File: src/rtl/alu_issue_ctrl.sv
// Multi-cycle issue/retire controller sitting between instruction fetch, the ALU and data memory.
// Optional memory-ack timeout is compiled in with `define MEM_TIMEOUT_EN (adds the mem_err output).
module alu_issue_ctrl #(
   parameter int MEM_TIMEOUT = 16
) (
   input  logic        clk,
   input  logic        rst,
   input  logic        instr_valid,
   output logic        instr_ready,
   input  logic [31:0] instr,
   input  logic [31:0] pc_in,
   output logic [4:0]  rs_addr,
   output logic [4:0]  rt_addr,
   output logic [4:0]  alu_control_signal,
   output logic        alu_imm_sel,
   output logic [31:0] imm_ext,
   output logic [31:0] shamt_out,
   input  logic [31:0] alu_out,
   input  logic [4:0]  flags,
   output logic        mem_req,
   output logic        mem_we,
   output logic [31:0] mem_addr,
   input  logic        mem_ack,
   output logic        reg_we,
   output logic [4:0]  reg_waddr,
   output logic        wb_sel,
   output logic        pc_load,
   output logic [31:0] pc_target,
   output logic        done,
   output logic        illegal,
`ifdef MEM_TIMEOUT_EN
   output logic        mem_err,
`endif
   output logic        carry_q
);

   localparam logic [2:0] S_IDLE   = 3'd0;
   localparam logic [2:0] S_DECODE = 3'd1;
   localparam logic [2:0] S_EXEC   = 3'd2;
   localparam logic [2:0] S_MEM    = 3'd3;
   localparam logic [2:0] S_WB     = 3'd4;

   logic [2:0]  state_reg, state_next;
   logic [31:0] instr_reg;
   logic [31:0] pc_reg;
   logic [31:0] alu_res_reg;
   logic        carry_reg;

   logic [5:0]  opcode;
   logic [4:0]  rs_f, rt_f, shamt_f, func_f;
   logic [31:0] imm_sext;

   assign opcode   = instr_reg[31:26];
   assign rs_f     = instr_reg[25:21];
   assign rt_f     = instr_reg[20:16];
   assign shamt_f  = instr_reg[15:11];
   assign func_f   = instr_reg[4:0];
   assign imm_sext = {{16{instr_reg[15]}}, instr_reg[15:0]};

   logic [4:0] dec_code;
   logic       dec_imm, dec_bad, dec_mem, dec_store, dec_write;
   logic       dec_dst_rt, dec_load, dec_branch, dec_carry;
   logic       br_taken;
   logic       tmo_hit;

   always_comb begin
      dec_code   = 5'd0;
      dec_imm    = 1'b0;
      dec_bad    = 1'b0;
      dec_mem    = 1'b0;
      dec_store  = 1'b0;
      dec_write  = 1'b0;
      dec_dst_rt = 1'b0;
      dec_load   = 1'b0;
      dec_branch = 1'b0;
      dec_carry  = 1'b0;
      case (opcode)
         6'd0: begin
            dec_code  = func_f;
            dec_write = 1'b1;
            dec_carry = (func_f == 5'd0);
            dec_bad   = !((func_f <= 5'd9) || (func_f == 5'd16));
         end
         6'd1: begin
            dec_imm   = 1'b1;
            dec_write = 1'b1;
            dec_carry = 1'b1;
         end
         6'd2: begin
            dec_code  = 5'd1;
            dec_imm   = 1'b1;
            dec_write = 1'b1;
         end
         6'd3: begin
            dec_imm    = 1'b1;
            dec_mem    = 1'b1;
            dec_write  = 1'b1;
            dec_dst_rt = 1'b1;
            dec_load   = 1'b1;
         end
         6'd4: begin
            dec_imm   = 1'b1;
            dec_mem   = 1'b1;
            dec_store = 1'b1;
         end
         6'd5: begin
            // ALU passes rs through; the condition is resolved in WB from the registered result
            dec_branch = 1'b1;
            dec_bad    = (rt_f > 5'd4);
            dec_code   = 5'd11 + rt_f;
         end
         6'd6: begin
            dec_code   = 5'd10;
            dec_branch = 1'b1;
         end
         default: dec_bad = 1'b1;
      endcase
   end

   always_comb begin
      br_taken = 1'b0;
      if (opcode == 6'd6) begin
         br_taken = 1'b1;
      end else begin
         case (rt_f)
            5'd0:    br_taken = alu_res_reg[31];
            5'd1:    br_taken = (alu_res_reg != 32'd0);
            5'd2:    br_taken = (alu_res_reg == 32'd0);
            5'd3:    br_taken = carry_reg;
            5'd4:    br_taken = !carry_reg;
            default: br_taken = 1'b0;
         endcase
      end
   end

   always_comb begin
      state_next = state_reg;
      case (state_reg)
         S_IDLE:   if (instr_valid) state_next = S_DECODE;
         S_DECODE: state_next = dec_bad ? S_IDLE : S_EXEC;
         S_EXEC:   state_next = dec_mem ? S_MEM : S_WB;
         S_MEM: begin
            if (mem_ack) state_next = S_WB;
            else if (tmo_hit) state_next = S_IDLE;
         end
         S_WB:     state_next = S_IDLE;
         default:  state_next = S_IDLE;
      endcase
   end

   always_ff @(posedge clk) begin
      if (rst) begin
         state_reg   <= S_IDLE;
         instr_reg   <= 32'd0;
         pc_reg      <= 32'd0;
         alu_res_reg <= 32'd0;
         carry_reg   <= 1'b0;
      end else begin
         state_reg <= state_next;
         if (state_reg == S_IDLE && instr_valid) begin
            instr_reg <= instr;
            pc_reg    <= pc_in;
         end
         if (state_reg == S_EXEC) begin
            alu_res_reg <= alu_out;
            if (dec_carry) carry_reg <= flags[4];
         end
      end
   end

`ifdef MEM_TIMEOUT_EN
   localparam int TW = $clog2(MEM_TIMEOUT + 1);
   logic [TW-1:0] tmo_cnt_reg;
   logic          mem_err_reg;

   // an ack arriving on the last allowed cycle still completes the access
   assign tmo_hit = (state_reg == S_MEM) && !mem_ack && (tmo_cnt_reg == TW'(MEM_TIMEOUT - 1));

   always_ff @(posedge clk) begin
      if (rst) begin
         tmo_cnt_reg <= '0;
         mem_err_reg <= 1'b0;
      end else begin
         mem_err_reg <= tmo_hit;
         if (state_reg == S_MEM) tmo_cnt_reg <= tmo_cnt_reg + 1'b1;
         else tmo_cnt_reg <= '0;
      end
   end

   assign mem_err = mem_err_reg;
`else
   assign tmo_hit = 1'b0;
`endif

   logic unused_bits;
   assign unused_bits = ^{flags[3:0], (MEM_TIMEOUT > 0)};

   logic in_dx, in_wb, in_mem;
   assign in_dx  = (state_reg == S_DECODE) || (state_reg == S_EXEC);
   assign in_wb  = (state_reg == S_WB);
   assign in_mem = (state_reg == S_MEM);

   assign instr_ready        = (state_reg == S_IDLE);
   assign rs_addr            = in_dx ? rs_f : 5'd0;
   assign rt_addr            = in_dx ? rt_f : 5'd0;
   assign alu_control_signal = in_dx ? dec_code : 5'd0;
   assign alu_imm_sel        = in_dx && dec_imm;
   assign imm_ext            = in_dx ? imm_sext : 32'd0;
   assign shamt_out          = in_dx ? {27'd0, shamt_f} : 32'd0;

   assign mem_req  = in_mem;
   assign mem_we   = in_mem && dec_store;
   assign mem_addr = in_mem ? alu_res_reg : 32'd0;

   assign reg_we    = in_wb && dec_write;
   assign reg_waddr = (in_wb && dec_write) ? (dec_dst_rt ? rt_f : rs_f) : 5'd0;
   assign wb_sel    = in_wb && dec_load;
   assign pc_load   = in_wb && dec_branch && br_taken;
   assign pc_target = pc_load ? (pc_reg + 32'd1 + imm_sext) : 32'd0;
   assign done      = in_wb;
   assign illegal   = (state_reg == S_DECODE) && dec_bad;
   assign carry_q   = carry_reg;

endmodule
File: config.mk
export PLATFORM = sky130hd
export DESIGN_NAME = alu_issue_ctrl
export DESIGN_NICKNAME = d
export VERILOG_FILES = /design/src/rtl/alu_issue_ctrl.sv
export SDC_FILE = /design/constraint.sdc
export NUM_CORES = 1
export LEC_CHECK = 0
export ABC_AREA = 1
export CAP_MARGIN = 10
export CORE_ASPECT_RATIO = 1.25
export CORE_MARGIN = 3
export CORE_UTILIZATION = 46
export CTS_CLUSTER_SIZE = 14
export DETAILED_ROUTE_END_ITERATION = 7
export HOLD_SLACK_MARGIN = 0.12
export PLACE_DENSITY = 0.86
export SYNTH_ARGS = -nofsm -noshare
export SYNTH_HDL_FRONTEND = slang
export SYNTH_SLANG_ARGS = --single-unit
File: constraint.sdc
create_clock -name clk -period 2.9 [get_ports clk]
set_input_delay 0.58 -clock clk [delete_from_list [all_inputs] [get_ports clk]]
set_output_delay 0.58 -clock clk [all_outputs]
set_load 0.005 [all_outputs]
==> results.json <==
{
  "outcome": "finished with violations",
  "violations": "negative setup slack",
  "hpwl_um": 18400,
  "vias_per_cell": 5.68,
  "postCtsHoldBufs": 0,
  "clock_latency_ns": 0.36,
  "min_period_over_period": 1.08,
  "crit_required_ns": 2.32,
  "via_count": 9322,
  "critPathKind": "reg -> out",
  "leakagePower_nw": 4.93,
  "endpoint_kind": "output port",
  "use_met2": 0.535,
  "io_pins": 263,
  "cp_top_family": "simple AND/OR/NAND/NOR gates",
  "port_buffers": 231,
  "path_buf_inv": 4,
  "fillers": 1045,
  "tightest_slew_ns": 0.583,
  "clk_pin_slew_worst_paths_ns": 0.08,
  "grtUsageMet1": 0.321,
  "busiest_layer": "met2",
  "min_path_type": "reg -> reg",
  "synthTopCellsByArea": "dfxtp_1, nand2_1, a21oi_1, nor2_1, inv_1",
  "yosysWarnings": 0,
  "grt_pass1_wl_um": 42000,
  "wire_per_inst_um": 18.5,
  "clock_path_buffers": 2,
  "irDropWorstVdd_v": 0.000321,
  "final_layout_size_suffix_gt1_frac": 0.260,
  "ys_ff_latch": 100,
  "setup_viol": 16,
  "ys_types": 43,
  "max_stage_delay_ns": 0.39,
  "grt_overflow": 0,
  "grt_pass1_vias": 8473,
  "rsz0062_at_grt": "yes",
  "synth_commonest_cells": "nand2_1, nor2_1, inv_1",
  "arrival_ns": 2.56,
  "antenna_left": 0,
  "row_count": 50,
  "layout.nets": 1571,
  "synth_edf_count": 0,
  "layout.area.seq_um2": 2030,
  "cts.sinks": 100,
  "drc": 0,
  "post-synth-top-count-cell": "nand2_1",
  "multi_input_area_um2": 5350,
  "period_minus_slack_ns": 3.14,
  "fp.coreArea_um2": 15200,
  "crit_fanout": 8,
  "antenna_found_initial": 0,
  "track_usage": 0.295,
  "gp_congestion": 0.981,
  "reg2reg_from": "state_reg[0]",
  "hold_slack_ns": 0.472,
  "dp.cells": 1595,
  "syn_area_per_cell_um2": 6.25,
  "die_w_um": 118,
  "synthArstFlopShare": 0,
  "skew_ns": 0.00720,
  "layout.cells.non_filler": 1641,
  "drv_slew": 0,
  "cap_violations": 0,
  "finalWorstSetupSlack_ns": -0.236,
  "fp.dieArea_um2": 17300,
  "routed_wl_um": 30400,
  "ys.flop_type": "dfxtp_1",
  "cts-root-buf": "clkbuf_16",
  "cp-start-kind": "register",
  "crit_slowest_cell": "dfxtp_4",
  "worstSetupStartpoint": "instr_reg[15]",
  "initial_core_util": 0.476,
  "hold_violations": 0,
  "yosysSeqAreaShare": 0.277,
  "grt_max_degree": 94,
  "synth_area_leader_cell": "dfxtp_1",
  "drt_iter0_markers": 963,
  "path_cells": "buf_12 -> ha_4 -> nand2_4 -> nor2_4 -> inv_2 -> nor2_4 -> buf_6 -> nand4_1 -> nand4_1 -> nand3_1 -> nor2_1 -> buf_2",
  "cts_made_buffers": 9,
  "cts.htree.levels": 3,
  "syn2layout_area_growth_pct": 59.9,
  "fmax_mhz": 319,
  "slew_headroom": 0.610,
  "grt_util_met3": 0.0728,
  "synthCells": 1158,
  "yosysTopAreaCellShare": 0.277,
  "hp-start": "alu_res_reg[30]",
  "synth_area_um2": 7240,
  "die_h_um": 146,
  "dr.pass1.iters": 5,
  "antenna_cells": 0,
  "cts_tree": "yes",
  "power.density_nw_per_um2": 488
}
metal layers:
metal  vias to the layer above  wire length (µm)
met5                         -                 0
met4                         0              2140
met3                       226              2840
met2                       694             14800
met1                      4216             10600
li1                       4186                 -
worst register-to-register path: stages (launching register included):
cell,delay [ns]
dfxtp_1,0.34
nor2_1,0.15
nand2_1,0.12
inv_2,0.29
buf_4,0.34
nand2_2,0.10
buf_12,0.23
o21ai_0,0.42
a21oi_1,0.07
metrics by stage:
| step | worst slack (ns) | util | power [mW] | TNS, ns | area (µm²) |
|---|---|---|---|---|---|
| after floorplan | 0.475 | - | 2.89 | 0 | 7340 |
| after global placement | -0.106 | 0.649 | 3.61 | -0.266 | 9870 |
| after detailed placement | -0.158 | 0.649 | 3.66 | -0.485 | 9870 |
| after CTS | -0.0740 | 0.728 | 5.28 | -0.148 | 11100 |
| after global routing | -0.202 | 0.761 | 5.89 | -2.60 | 11600 |
| final | -0.236 | 0.761 | 5.65 | -1.46 | 11600 |
final timing paths:
kind,endpoint,cells after the start,slack (ns)
max,pc_target[18],12,-0.24
min,alu_res_reg[30],2,0.47
max reg2reg,instr_reg[12],8,0.72
min reg2reg,alu_res_reg[30],2,0.47
cell families (layout without fill, tap and decap cells):
kind of cell / Yosys count / in the layout / synth area share
compound gates: 238 / 238 / 0.171
other cells: 1 / 27 / 0.000518
simple gates: 521 / 522 / 0.308
xor+xnor: 17 / 17 / 0.0206
buf+inv: 243 / 491 / 0.157
flops: 100 / 100 / 0.277
fa+ha+maj: 38 / 38 / 0.0667
placed cells by master (no fill, tap or decap), types with 5 or more instances in the layout:
master	synthesis	final
buf_2	11	12
clkdlybuf4s50_1	0	199
nand2_2	0	42
ha_4	0	29
inv_2	4	14
a21oi_1	136	114
o21ai_0	84	75
nor2_1	165	128
a21oi_2	0	14
nand2_1	224	168
ha_1	37	7
nand4_1	9	9
buf_6	3	18
clkbuf_16	0	9
o21ai_1	1	5
buf_4	49	72
nand3_1	85	67
clkbuf_2	1	6
nor3_2	1	8
conb_1	1	27
a21oi_4	0	8
o21ai_2	0	5
nor2_4	4	21
dfxtp_1	100	78
xnor2_1	15	11
nand2_4	3	17
nand3_2	2	16
nor2_2	11	31
dlygate4sd2_1	0	6
inv_1	146	135
dfxtp_2	0	20
repair_timing:
action	in CTS	in global routing
gates cloned	2	1
resized for setup	225	157
setup buffers	15	13
hold endpoints to repair	0	0
setup endpoints to repair	55	58
pin swaps	49	82
cell type report:
cell class	instances	area share
Inverter	150	0.0491
Clock buffer	9	0.0195
Sequential cell	100	0.176
Tap cell	208	0.0225
Clock inverter	7	0.00714
Timing Repair Buffer	325	0.264
Multi-Input combinational cell	842	0.462
report_power, final:
| part | internal (mW) | switching (mW) |
|---|---|---|
| combinational | 1.14 | 1.48 |
| clock | 0.686 | 0.620 |
| sequential | 1.56 | 0.168 |
Power figures use the tool's default switching activity.
